<file path="src/rtl/ram_arb_pkg.sv">
// ---------------------------------------------------------------------------
// ram_arb_pkg
// Shared types and constants for the RAM arbiter slice:
//   - master_e : requester IDs (RT=0 router, CP=1, COM=2)
//   - state_e  : issue FSM states (IDLE, ISSUE, RD_WAIT)
//   - WORD_BYTES, SUPPORTED_RD_LAT
//   - lane helpers used to map byte masters onto the 32-bit RAM word
// ---------------------------------------------------------------------------
package ram_arb_pkg;

    typedef enum logic [1:0] {
        RT  = 2'd0,
        CP  = 2'd1,
        COM = 2'd2
    } master_e;

    typedef enum logic [1:0] {
        ST_IDLE    = 2'd0,
        ST_ISSUE   = 2'd1,
        ST_RD_WAIT = 2'd2
    } state_e;

    localparam int WORD_BYTES       = 4;
    localparam int SUPPORTED_RD_LAT = 1;
    localparam int LANE_W           = $clog2(WORD_BYTES);

    // One-hot byte write enable for a byte lane.
    function automatic logic [3:0] lane_strb(input logic [LANE_W-1:0] lane);
        logic [3:0] strb;
        case (lane)
            2'd0:    strb = 4'b0001;
            2'd1:    strb = 4'b0010;
            2'd2:    strb = 4'b0100;
            2'd3:    strb = 4'b1000;
            default: strb = 4'b0000;
        endcase
        return strb;
    endfunction

    // Extract one byte lane from a RAM word.
    function automatic logic [7:0] lane_byte(input logic [31:0] word,
                                             input logic [LANE_W-1:0] lane);
        logic [7:0] b;
        case (lane)
            2'd0:    b = word[7:0];
            2'd1:    b = word[15:8];
            2'd2:    b = word[23:16];
            2'd3:    b = word[31:24];
            default: b = 8'h00;
        endcase
        return b;
    endfunction

endpackage

</file>
<file path="src/rtl/ram_arbiter_if.sv">
// ---------------------------------------------------------------------------
// ram_arbiter_if
// Bundles the three master request channels and the single RAM port.
//   slave  modport : the arbiter view (takes requests, drives the RAM)
//   master modport : the requester/RAM view (drives requests and mem_rdata)
// Router: 32-bit data with byte strobes. CP/COM: 8-bit data.
// ---------------------------------------------------------------------------
interface ram_arbiter_if;

    // router channel
    logic        rt_req;
    logic        rt_we;
    logic [31:0] rt_addr;
    logic [31:0] rt_wdata;
    logic [3:0]  rt_wstrb;
    logic        rt_gnt;
    logic        rt_rvalid;
    logic [31:0] rt_rdata;

    // CP channel
    logic        cp_req;
    logic        cp_we;
    logic [31:0] cp_addr;
    logic [7:0]  cp_wdata;
    logic        cp_gnt;
    logic        cp_rvalid;
    logic [7:0]  cp_rdata;

    // COM channel
    logic        com_req;
    logic        com_we;
    logic [31:0] com_addr;
    logic [7:0]  com_wdata;
    logic        com_gnt;
    logic        com_rvalid;
    logic [7:0]  com_rdata;

    // RAM port
    logic [31:0] mem_addr;
    logic [31:0] mem_wdata;
    logic [3:0]  mem_wen;
    logic        mem_ren;
    logic [31:0] mem_rdata;

    modport slave (
        input  rt_req, rt_we, rt_addr, rt_wdata, rt_wstrb,
        output rt_gnt, rt_rvalid, rt_rdata,
        input  cp_req, cp_we, cp_addr, cp_wdata,
        output cp_gnt, cp_rvalid, cp_rdata,
        input  com_req, com_we, com_addr, com_wdata,
        output com_gnt, com_rvalid, com_rdata,
        output mem_addr, mem_wdata, mem_wen, mem_ren,
        input  mem_rdata
    );

    modport master (
        output rt_req, rt_we, rt_addr, rt_wdata, rt_wstrb,
        input  rt_gnt, rt_rvalid, rt_rdata,
        output cp_req, cp_we, cp_addr, cp_wdata,
        input  cp_gnt, cp_rvalid, cp_rdata,
        output com_req, com_we, com_addr, com_wdata,
        input  com_gnt, com_rvalid, com_rdata,
        input  mem_addr, mem_wdata, mem_wen, mem_ren,
        output mem_rdata
    );

endinterface

</file>
<file path="src/rtl/ram_arb_pick.sv">
// ---------------------------------------------------------------------------
// ram_arb_pick
// Combinational winner selection among the three masters.
//   i_req[2:0]  : request vector, bit index = master_e (RT, CP, COM)
//   i_last[1:0] : last granted master (round-robin pointer)
//   o_win[2:0]  : one-hot winner, all zero when nothing is requested
// Macro RAM_ARB_RR_EN: defined -> round-robin starting after i_last;
// undefined -> fixed priority RT > CP > COM and i_last is ignored.
// ---------------------------------------------------------------------------
module ram_arb_pick
    import ram_arb_pkg::*;
(
    input  logic [2:0] i_req,
    input  logic [1:0] i_last,
    output logic [2:0] o_win
);

`ifdef RAM_ARB_RR_EN
    // Round-robin: search order starts at the master after the last winner.
    always_comb begin
        o_win = 3'b000;
        case (i_last)
            2'd0: begin // last RT -> CP, COM, RT
                if (i_req[1])      o_win = 3'b010;
                else if (i_req[2]) o_win = 3'b100;
                else if (i_req[0]) o_win = 3'b001;
                else               o_win = 3'b000;
            end
            2'd1: begin // last CP -> COM, RT, CP
                if (i_req[2])      o_win = 3'b100;
                else if (i_req[0]) o_win = 3'b001;
                else if (i_req[1]) o_win = 3'b010;
                else               o_win = 3'b000;
            end
            default: begin // last COM -> RT, CP, COM
                if (i_req[0])      o_win = 3'b001;
                else if (i_req[1]) o_win = 3'b010;
                else if (i_req[2]) o_win = 3'b100;
                else               o_win = 3'b000;
            end
        endcase
    end
`else
    logic w_unused_last;
    assign w_unused_last = ^i_last;

    // Fixed priority: router first, then CP, then COM.
    always_comb begin
        o_win = 3'b000;
        if (i_req[0])      o_win = 3'b001;
        else if (i_req[1]) o_win = 3'b010;
        else if (i_req[2]) o_win = 3'b100;
        else               o_win = 3'b000;
    end
`endif

endmodule

</file>
<file path="src/rtl/ram_arbiter.sv">
// ---------------------------------------------------------------------------
// ram_arbiter
// Front-end of the shared 32-bit data RAM. Serialises router (32-bit), CP
// (8-bit) and COM (8-bit) requests onto one RAM port using a req/gnt
// handshake and a fixed IDLE -> ISSUE (-> RD_WAIT) pipeline, expands byte
// requests into lane strobes and returns read data to the issuing master.
// Ports:
//   clk, rst_n : clock, asynchronous active-low reset
//   bus        : ram_arbiter_if.slave (master channels + RAM port)
// Parameters:
//   DEPTH  : number of RAM words; word index = addr[31:2]
//   RD_LAT : RAM read latency, only 1 is supported
// Macro RAM_ARB_RR_EN: round-robin arbitration instead of fixed priority.
// ---------------------------------------------------------------------------
module ram_arbiter
    import ram_arb_pkg::*;
#(
    parameter int DEPTH  = 32,
    parameter int RD_LAT = 1
)(
    input  logic          clk,
    input  logic          rst_n,
    ram_arbiter_if.slave  bus
);

    generate
        if (RD_LAT != SUPPORTED_RD_LAT) begin : g_bad_rd_lat
            $error("ram_arbiter: only RD_LAT=1 is supported");
        end
    endgenerate

    // ------------------------------------------------------------------
    // registers
    // ------------------------------------------------------------------
    state_e      r_state;
    master_e     r_owner;
    logic        r_is_rd;
    logic        r_oor;
    logic [1:0]  r_lane;
    logic [31:0] r_mem_addr;
    logic [31:0] r_mem_wdata;
    logic [3:0]  r_mem_wen;
    logic        r_mem_ren;
    logic        r_rt_gnt, r_cp_gnt, r_com_gnt;
    logic        r_rt_rvalid, r_cp_rvalid, r_com_rvalid;
    logic [31:0] r_rt_rdata;
    logic [7:0]  r_cp_rdata, r_com_rdata;

    // ------------------------------------------------------------------
    // next-state wires
    // ------------------------------------------------------------------
    state_e      w_state_nxt;
    master_e     w_owner_nxt;
    logic        w_is_rd_nxt;
    logic        w_oor_nxt;
    logic [1:0]  w_lane_nxt;
    logic [31:0] w_mem_addr_nxt;
    logic [31:0] w_mem_wdata_nxt;
    logic [3:0]  w_mem_wen_nxt;
    logic        w_mem_ren_nxt;
    logic        w_rt_gnt_nxt, w_cp_gnt_nxt, w_com_gnt_nxt;
    logic        w_rt_rvalid_nxt, w_cp_rvalid_nxt, w_com_rvalid_nxt;
    logic [31:0] w_rt_rdata_nxt;
    logic [7:0]  w_cp_rdata_nxt, w_com_rdata_nxt;

    logic [2:0]  w_req;
    logic [2:0]  w_win;
    logic [1:0]  w_last;
    master_e     w_sel_id;
    logic        w_sel_we;
    logic [31:0] w_sel_addr;
    logic [31:0] w_sel_wdata;
    logic [3:0]  w_sel_strb;
    logic        w_sel_oor;
    logic [31:0] w_rd_word;

    assign w_req = {bus.com_req, bus.cp_req, bus.rt_req};

`ifdef RAM_ARB_RR_EN
    logic [1:0] r_last;

    // Last-winner pointer, updated while the granted command is issued.
    always_ff @(posedge clk or negedge rst_n) begin
        if (!rst_n) begin
            r_last <= 2'd0;
        end else if (r_state == ST_ISSUE) begin
            r_last <= r_owner;
        end else begin
            r_last <= r_last;
        end
    end

    assign w_last = r_last;
`else
    assign w_last = 2'd0;
`endif

    ram_arb_pick u_pick (
        .i_req  (w_req),
        .i_last (w_last),
        .o_win  (w_win)
    );

    // Steer the winning master's command onto a common 32-bit form; byte
    // masters replicate their data to all lanes and strobe only their lane.
    always_comb begin
        w_sel_id    = RT;
        w_sel_we    = bus.rt_we;
        w_sel_addr  = bus.rt_addr;
        w_sel_wdata = bus.rt_wdata;
        w_sel_strb  = bus.rt_wstrb;
        if (w_win[1]) begin
            w_sel_id    = CP;
            w_sel_we    = bus.cp_we;
            w_sel_addr  = bus.cp_addr;
            w_sel_wdata = {4{bus.cp_wdata}};
            w_sel_strb  = lane_strb(bus.cp_addr[1:0]);
        end else if (w_win[2]) begin
            w_sel_id    = COM;
            w_sel_we    = bus.com_we;
            w_sel_addr  = bus.com_addr;
            w_sel_wdata = {4{bus.com_wdata}};
            w_sel_strb  = lane_strb(bus.com_addr[1:0]);
        end else begin
            w_sel_id    = RT;
            w_sel_we    = bus.rt_we;
            w_sel_addr  = bus.rt_addr;
            w_sel_wdata = bus.rt_wdata;
            w_sel_strb  = bus.rt_wstrb;
        end
    end

    assign w_sel_oor = (w_sel_addr[31:2] >= 30'(DEPTH));

    // Out-of-range reads never strobe the RAM, so return zero instead.
    assign w_rd_word = r_oor ? 32'h0000_0000 : bus.mem_rdata;

    // Issue FSM next-state and next values of every registered output.
    always_comb begin
        w_state_nxt      = r_state;
        w_owner_nxt      = r_owner;
        w_is_rd_nxt      = r_is_rd;
        w_oor_nxt        = r_oor;
        w_lane_nxt       = r_lane;
        w_mem_addr_nxt   = 32'h0000_0000;
        w_mem_wdata_nxt  = 32'h0000_0000;
        w_mem_wen_nxt    = 4'b0000;
        w_mem_ren_nxt    = 1'b0;
        w_rt_gnt_nxt     = 1'b0;
        w_cp_gnt_nxt     = 1'b0;
        w_com_gnt_nxt    = 1'b0;
        w_rt_rvalid_nxt  = 1'b0;
        w_cp_rvalid_nxt  = 1'b0;
        w_com_rvalid_nxt = 1'b0;
        w_rt_rdata_nxt   = r_rt_rdata;
        w_cp_rdata_nxt   = r_cp_rdata;
        w_com_rdata_nxt  = r_com_rdata;

        case (r_state)
            ST_IDLE: begin
                if (|w_req) begin
                    w_owner_nxt     = w_sel_id;
                    w_is_rd_nxt     = ~w_sel_we;
                    w_oor_nxt       = w_sel_oor;
                    w_lane_nxt      = w_sel_addr[1:0];
                    w_mem_addr_nxt  = {2'b00, w_sel_addr[31:2]};
                    w_mem_wdata_nxt = w_sel_wdata;
                    w_mem_wen_nxt   = (w_sel_we && !w_sel_oor) ? w_sel_strb : 4'b0000;
                    w_mem_ren_nxt   = ~w_sel_we & ~w_sel_oor;
                    w_rt_gnt_nxt    = w_win[0];
                    w_cp_gnt_nxt    = w_win[1];
                    w_com_gnt_nxt   = w_win[2];
                    w_state_nxt     = ST_ISSUE;
                end else begin
                    w_state_nxt     = ST_IDLE;
                end
            end
            ST_ISSUE: begin
                // No arbitration here: the granted master is dropping req now.
                if (r_is_rd) begin
                    w_state_nxt = ST_RD_WAIT;
                end else begin
                    w_state_nxt = ST_IDLE;
                end
            end
            ST_RD_WAIT: begin
                w_state_nxt = ST_IDLE;
                case (r_owner)
                    RT: begin
                        w_rt_rdata_nxt  = w_rd_word;
                        w_rt_rvalid_nxt = 1'b1;
                    end
                    CP: begin
                        w_cp_rdata_nxt  = lane_byte(w_rd_word, r_lane);
                        w_cp_rvalid_nxt = 1'b1;
                    end
                    default: begin
                        w_com_rdata_nxt  = lane_byte(w_rd_word, r_lane);
                        w_com_rvalid_nxt = 1'b1;
                    end
                endcase
            end
            default: begin
                w_state_nxt = ST_IDLE;
            end
        endcase
    end

    // FSM state register.
    always_ff @(posedge clk or negedge rst_n) begin
        if (!rst_n) begin
            r_state <= ST_IDLE;
        end else begin
            r_state <= w_state_nxt;
        end
    end

    // Command, handshake and read-data registers.
    always_ff @(posedge clk or negedge rst_n) begin
        if (!rst_n) begin
            r_owner      <= RT;
            r_is_rd      <= 1'b0;
            r_oor        <= 1'b0;
            r_lane       <= 2'd0;
            r_mem_addr   <= 32'h0000_0000;
            r_mem_wdata  <= 32'h0000_0000;
            r_mem_wen    <= 4'b0000;
            r_mem_ren    <= 1'b0;
            r_rt_gnt     <= 1'b0;
            r_cp_gnt     <= 1'b0;
            r_com_gnt    <= 1'b0;
            r_rt_rvalid  <= 1'b0;
            r_cp_rvalid  <= 1'b0;
            r_com_rvalid <= 1'b0;
            r_rt_rdata   <= 32'h0000_0000;
            r_cp_rdata   <= 8'h00;
            r_com_rdata  <= 8'h00;
        end else begin
            r_owner      <= w_owner_nxt;
            r_is_rd      <= w_is_rd_nxt;
            r_oor        <= w_oor_nxt;
            r_lane       <= w_lane_nxt;
            r_mem_addr   <= w_mem_addr_nxt;
            r_mem_wdata  <= w_mem_wdata_nxt;
            r_mem_wen    <= w_mem_wen_nxt;
            r_mem_ren    <= w_mem_ren_nxt;
            r_rt_gnt     <= w_rt_gnt_nxt;
            r_cp_gnt     <= w_cp_gnt_nxt;
            r_com_gnt    <= w_com_gnt_nxt;
            r_rt_rvalid  <= w_rt_rvalid_nxt;
            r_cp_rvalid  <= w_cp_rvalid_nxt;
            r_com_rvalid <= w_com_rvalid_nxt;
            r_rt_rdata   <= w_rt_rdata_nxt;
            r_cp_rdata   <= w_cp_rdata_nxt;
            r_com_rdata  <= w_com_rdata_nxt;
        end
    end

    assign bus.rt_gnt     = r_rt_gnt;
    assign bus.rt_rvalid  = r_rt_rvalid;
    assign bus.rt_rdata   = r_rt_rdata;
    assign bus.cp_gnt     = r_cp_gnt;
    assign bus.cp_rvalid  = r_cp_rvalid;
    assign bus.cp_rdata   = r_cp_rdata;
    assign bus.com_gnt    = r_com_gnt;
    assign bus.com_rvalid = r_com_rvalid;
    assign bus.com_rdata  = r_com_rdata;
    assign bus.mem_addr   = r_mem_addr;
    assign bus.mem_wdata  = r_mem_wdata;
    assign bus.mem_wen    = r_mem_wen;
    assign bus.mem_ren    = r_mem_ren;

endmodule

</file>
<file path="src/flat_wrapper.sv">
// flat-port wrapper written by rule: the top's interface ports become plain ports
module ram_arbiter_flat import ram_arb_pkg::*;
#(
    parameter int DEPTH  = 32,
    parameter int RD_LAT = 1
)
  (clk, rst_n, bus_rt_req, bus_rt_we, bus_rt_addr, bus_rt_wdata, bus_rt_wstrb, bus_rt_gnt, bus_rt_rvalid, bus_rt_rdata, bus_cp_req, bus_cp_we, bus_cp_addr, bus_cp_wdata, bus_cp_gnt, bus_cp_rvalid, bus_cp_rdata, bus_com_req, bus_com_we, bus_com_addr, bus_com_wdata, bus_com_gnt, bus_com_rvalid, bus_com_rdata, bus_mem_addr, bus_mem_wdata, bus_mem_wen, bus_mem_ren, bus_mem_rdata);
  ram_arbiter_if bus_i ();
  input  logic clk;
  input  logic rst_n;
  input wire logic [$bits(bus_i.rt_req)-1:0] bus_rt_req;
  input wire logic [$bits(bus_i.rt_we)-1:0] bus_rt_we;
  input wire logic [$bits(bus_i.rt_addr)-1:0] bus_rt_addr;
  input wire logic [$bits(bus_i.rt_wdata)-1:0] bus_rt_wdata;
  input wire logic [$bits(bus_i.rt_wstrb)-1:0] bus_rt_wstrb;
  output wire logic [$bits(bus_i.rt_gnt)-1:0] bus_rt_gnt;
  output wire logic [$bits(bus_i.rt_rvalid)-1:0] bus_rt_rvalid;
  output wire logic [$bits(bus_i.rt_rdata)-1:0] bus_rt_rdata;
  input wire logic [$bits(bus_i.cp_req)-1:0] bus_cp_req;
  input wire logic [$bits(bus_i.cp_we)-1:0] bus_cp_we;
  input wire logic [$bits(bus_i.cp_addr)-1:0] bus_cp_addr;
  input wire logic [$bits(bus_i.cp_wdata)-1:0] bus_cp_wdata;
  output wire logic [$bits(bus_i.cp_gnt)-1:0] bus_cp_gnt;
  output wire logic [$bits(bus_i.cp_rvalid)-1:0] bus_cp_rvalid;
  output wire logic [$bits(bus_i.cp_rdata)-1:0] bus_cp_rdata;
  input wire logic [$bits(bus_i.com_req)-1:0] bus_com_req;
  input wire logic [$bits(bus_i.com_we)-1:0] bus_com_we;
  input wire logic [$bits(bus_i.com_addr)-1:0] bus_com_addr;
  input wire logic [$bits(bus_i.com_wdata)-1:0] bus_com_wdata;
  output wire logic [$bits(bus_i.com_gnt)-1:0] bus_com_gnt;
  output wire logic [$bits(bus_i.com_rvalid)-1:0] bus_com_rvalid;
  output wire logic [$bits(bus_i.com_rdata)-1:0] bus_com_rdata;
  output wire logic [$bits(bus_i.mem_addr)-1:0] bus_mem_addr;
  output wire logic [$bits(bus_i.mem_wdata)-1:0] bus_mem_wdata;
  output wire logic [$bits(bus_i.mem_wen)-1:0] bus_mem_wen;
  output wire logic [$bits(bus_i.mem_ren)-1:0] bus_mem_ren;
  input wire logic [$bits(bus_i.mem_rdata)-1:0] bus_mem_rdata;
  assign bus_i.rt_req = bus_rt_req;
  assign bus_i.rt_we = bus_rt_we;
  assign bus_i.rt_addr = bus_rt_addr;
  assign bus_i.rt_wdata = bus_rt_wdata;
  assign bus_i.rt_wstrb = bus_rt_wstrb;
  assign bus_rt_gnt = bus_i.rt_gnt;
  assign bus_rt_rvalid = bus_i.rt_rvalid;
  assign bus_rt_rdata = bus_i.rt_rdata;
  assign bus_i.cp_req = bus_cp_req;
  assign bus_i.cp_we = bus_cp_we;
  assign bus_i.cp_addr = bus_cp_addr;
  assign bus_i.cp_wdata = bus_cp_wdata;
  assign bus_cp_gnt = bus_i.cp_gnt;
  assign bus_cp_rvalid = bus_i.cp_rvalid;
  assign bus_cp_rdata = bus_i.cp_rdata;
  assign bus_i.com_req = bus_com_req;
  assign bus_i.com_we = bus_com_we;
  assign bus_i.com_addr = bus_com_addr;
  assign bus_i.com_wdata = bus_com_wdata;
  assign bus_com_gnt = bus_i.com_gnt;
  assign bus_com_rvalid = bus_i.com_rvalid;
  assign bus_com_rdata = bus_i.com_rdata;
  assign bus_mem_addr = bus_i.mem_addr;
  assign bus_mem_wdata = bus_i.mem_wdata;
  assign bus_mem_wen = bus_i.mem_wen;
  assign bus_mem_ren = bus_i.mem_ren;
  assign bus_i.mem_rdata = bus_mem_rdata;
  ram_arbiter #(.DEPTH(DEPTH), .RD_LAT(RD_LAT)) u_core (.clk(clk), .rst_n(rst_n), .bus(bus_i));
endmodule
</file>
<file path="config.mk">
export PLATFORM = sky130hd
export DESIGN_NAME = ram_arbiter_flat
export DESIGN_NICKNAME = d
export VERILOG_FILES = /design/src/rtl/ram_arb_pkg.sv /design/src/rtl/ram_arbiter_if.sv /design/src/rtl/ram_arb_pick.sv /design/src/rtl/ram_arbiter.sv /design/src/flat_wrapper.sv
export SDC_FILE = /design/constraint.sdc
export NUM_CORES = 1
export LEC_CHECK = 0
export CORE_MARGIN = 1
export CORE_UTILIZATION = 41
export CTS_BUF_LIST = sky130_fd_sc_hd__clkbuf_8
export DETAILED_ROUTE_END_ITERATION = 7
export PLACE_DENSITY = 0.93
export SLEW_MARGIN = 20
export SYNTH_ARGS = -nofsm -noshare
export SYNTH_HDL_FRONTEND = slang
export SYNTH_SLANG_ARGS = --single-unit
</file>
<file path="constraint.sdc">
create_clock -name clk -period 2.1 [get_ports clk]
set_clock_uncertainty 0.1 [all_clocks]
set_input_delay 0.63 -clock clk [delete_from_list [all_inputs] [get_ports clk]]
set_output_delay 0.63 -clock clk [all_outputs]
set_load 0.1 [all_outputs]
</file>
==> summary.txt <==
Clock tree
  – TritonCTS Sinks: 129
  – Maximum root-to-sink buffer count: 2
  – Clock slew at the register clock pins of the worst setup and hold paths: around 80 ps
  – Skew-Pair Late Insertion Delay: 450 ps
  – CTS H-tree lvls: 4
  – Root Driver: clkbuf_8
  – Clock tree from TritonCTS: yes
  – TritonCTS Buffers: 17

Die
  – Die height: 121.3 µm
  – Die Width: ~120 µm
  – IO Count: 311
  – Initial Util: 42.05%
  – Core Region: 13880 µm²
  – Die area: about 15000 µm²
  – Row count: 43

Setup path
  – CP max-delay cell: or4_4
  – Critical Path Max Stage Delay: roughly 600 ps
  – CP arrival: roughly 2500 ps
  – Kind of critical path: primary input to flop
  – Worst Path Max Fanout: 16
  – CP Launch Type: primary input
  – Critical path's most frequent cell: buf_6
  – Setup crit end kind: flop
  – Crit path required time: roughly 2300 ps
  – Worst path cell trace: buf_6 -> buf_6 -> nand2b_4 -> o22ai_1 -> o21bai_2 -> nand4_1 -> or4_4 -> o31a_1

Synthesis
  – Synth cell types: 42
  – Yosys warns: 0
  – Synth async-reset ratio: 100.0%
  – Post-synth EDFFs: 0
  – Mapped cell area: between 5000 and 6000 µm²
  – Share of the yosys chip area belonging to registers: a little under three fifths
  – Cells after synthesis: 585
  – Synth Flop Type: dfrtp_1
  – Flops & latches, synth: 129
  – Avg Cell Area, Syn: 9.978 µm²

Flow run
  – Max Cap Violations: 0

Final layout
  – Most common cell after layout, fill and taps aside: clkdlybuf4s50_1
  – FF+latch area: between 3000 and 4000 µm²
  – Post-layout nets: 1115
  – Layout cells sized above 1: 26.91%
  – Fill cells: 778
  – Antenna Cells: 0
  – Area of the multi-input gates: 2499 µm²
  – Commonest cells after routing, fill and taps aside: clkdlybuf4s50_1, dfrtp_1, buf_12
  – Area Growth Syn to Fin: 91.28%

Pwr
  – Combinational Power Share: between 60% and 70%
  – Power density over the cells: ~1600 nW/µm²
  – P_leak: roughly 4.8 nW
  – Switch share: 53.03%
  – P_int: around 8.3 mW
  – Sequential power share: 23.9%
  – Clock Power Share: about an eighth
  – Total Power: ~18 mW
  – Maximum vdd ir drop: 0.9247 mV
  – Switching power total: 9.337 mW

Detailed routing
  – Via density: 5.651
  – DRT Pass-1 Iters: 6
  – Vias: around 6300
  – Routed wire length: 23820 µm
  – DR iter-0 viols: about 620
  – Detailed-route DRC error count: 0
  – Wirelength per Cell: 21.27 µm
  – Post-DRT Antenna Nets: 0

Global route
  – GRT Util Overall: 33.00%
  – GRT busiest layer: met2
  – First-pass GRT wire length: 35680 µm
  – Largest net degree at the start of global routing: 66
  – Met3 Track Usage GR: 9.680%
  – Met1 Use GR: 36.29%
  – Antenna violations before repair: 0
  – Gr ovfl total: 0
  – Met2 Resource Use GR: 57.28%
  – Vias in the first global route: 6449

Timing
  – Worst slew pin tran: 589.8 ps
  – Final Max Tran Viols: 0
  – Worst setup slack after layout: -179.9 ps
  – Worst relative slew slack: 60.58%
  – Fin crit period: between 2000 and 2500 ps
  – Peak Freq: ~0.44 GHz
  – RSZ-0062 raised after global routing: yes
  – Setup Viol. Count Final: 6
  – Final Hold Viols: 0
  – Fin Hold WS: 411.2 ps
  – Final cycle utilization of the critical path: 108.6%

Placement
  – Post-DP HPWL: 18270 µm
  – Pre-CTS WS: -1098 ps
  – I/O Buffers: 308
  – Gpl congestion: 0.9369

Hold path
  – Worst min-delay path class: flop to flop

Status
  – Violated checks: setup timing
  – Status: complete, but fails checks
==> final cells by class <==
| cell class | count | area share (%) |
|---|---|---|
| inverters | 5 | 0.2017 |
| flip-flops and latches | 129 | 28.91 |
| repair buffers | 368 | 43.01 |
| clock buffers | 19 | 2.342 |
| multi-input cells | 406 | 22.38 |
| well taps | 180 | 2.017 |
| clock inverters | 13 | 1.132 |
==> path summary, 6_finish.rpt <==
check,startpoint,to,slack (ps),cells after the start
max in group asynchronous,rst_n,u_core.bus.mem_addr[6]$_DFF_PN0_,830,3
min in group asynchronous,rst_n,u_core.bus.com_rdata[0]$_DFFE_PN0P_,460,2
max reg2reg,u_core.r_state[0]$_DFF_PN0_,u_core.bus.rt_rdata[12]$_DFFE_PN0P_,200,5
min,u_core.r_is_rd$_DFFE_PN0P_,u_core.r_is_rd$_DFFE_PN0P_,410,2
max,bus_rt_req,u_core.r_oor$_DFFE_PN0P_,-180,8
min reg2reg,u_core.r_is_rd$_DFFE_PN0P_,u_core.r_is_rd$_DFFE_PN0P_,410,2
==> per-stage QoR <==
stage | cells | utilization (%) | instance area (µm²) | setup TNS [ps]
final | 1120 | 80.43 | 11160 | -779.9
after global routing | 1120 | 80.43 | 11160 | -926.1
after CTS | 1117 | 80.12 | 11120 | -217.4
after detailed placement | 1074 | 75.87 | 10530 | -40360
after global placement | 1074 | 75.87 | 10530 | -36270
after floorplan | 586 | - | 5899 | -3283
==> sequential cells by signal, indices dropped and copies added (netlist names) <==
| signal | count |
|---|---|
| u_core.bus.mem_ren | 1 |
| u_core.bus.rt_rvalid | 1 |
| u_core.r_owner | 2 |
| u_core.r_oor | 1 |
| u_core.bus.mem_addr | 30 |
| u_core.bus.rt_gnt | 1 |
| u_core.bus.com_gnt | 1 |
| u_core.bus.rt_rdata | 32 |
| u_core.bus.cp_rdata | 8 |
| u_core.bus.com_rdata | 8 |
| u_core.bus.com_rvalid | 1 |
| u_core.bus.mem_wdata | 32 |
| u_core.bus.cp_gnt | 1 |
| u_core.bus.mem_wen | 4 |
| u_core.r_state | 2 |
| u_core.bus.cp_rvalid | 1 |
| u_core.r_is_rd | 1 |
| u_core.r_lane | 2 |
==> Yosys cell counts, drive strengths merged (2+ instances only) <==
library cell,instances,share of area [%]
nand3b,3,0.39
nand4,5,0.54
o221ai,18,2.8
a211oi,2,0.26
dfrtp,129,55
a311oi,5,0.75
o21ai,62,5.3
mux4,8,3.1
a21oi,48,4.1
nor3,9,0.77
nand2b,44,4.8
o22a,6,0.90
nand2,104,6.7
nor3b,5,0.73
o21bai,4,0.51
nor2,38,2.4
nand3,2,0.17
inv,5,0.32
o22ai,4,0.43
a21o,2,0.26
or3,2,0.21
o32a,18,3.1
a22o,2,0.30
buf,22,2.5
clkbuf,27,1.7
==> power groups by stage <==
stage          clock network [mW]  registers (mW)  logic [mW]
4_1_cts                      2.11            4.22        11.3
5_1_grt                      2.23            4.30        11.6
6_report                     2.08            4.21        11.3
2_1_floorplan                   0            9.40        1.18
3_5_place_dp                    0            4.26        11.2
3_3_place_gp                    0            4.19        11.1
==> cell families (layout without fill, tap and decap cells) <==
kind of cell    after synthesis  count (layout)  share of synthesized area (%)
simple gates                218             221                          17.75
flops                       129             129                          55.31
other cells                   1               2                        0.06425
mux                           8               8                          3.087
buf+inv                      54             405                          4.523
compound gates              175             175                          19.27
==> metal layers <==
metal	share of wire, %	vias up	routed length, µm
li1	-	2753	-
met1	34	3015	8128
met2	52	443	12300
met3	9.0	118	2149
met4	5.2	0	1238
met5	0	-	0
==> critical path, delay by kind of cell <==
family / cells / cell delay [ps]
compound gates: 3 / 680
buf+inv: 2 / 220
simple gates: 3 / 970
==> repair_timing <==
item	in CTS	in global routing
hold buffers	1	0
resized for setup	43	6
buffers inserted	6	3
cloned	4	0
pin swaps	13	7
hold endpoints to repair	9	0
setup endpoints to repair	47	6
Power figures use the tool's default switching activity.
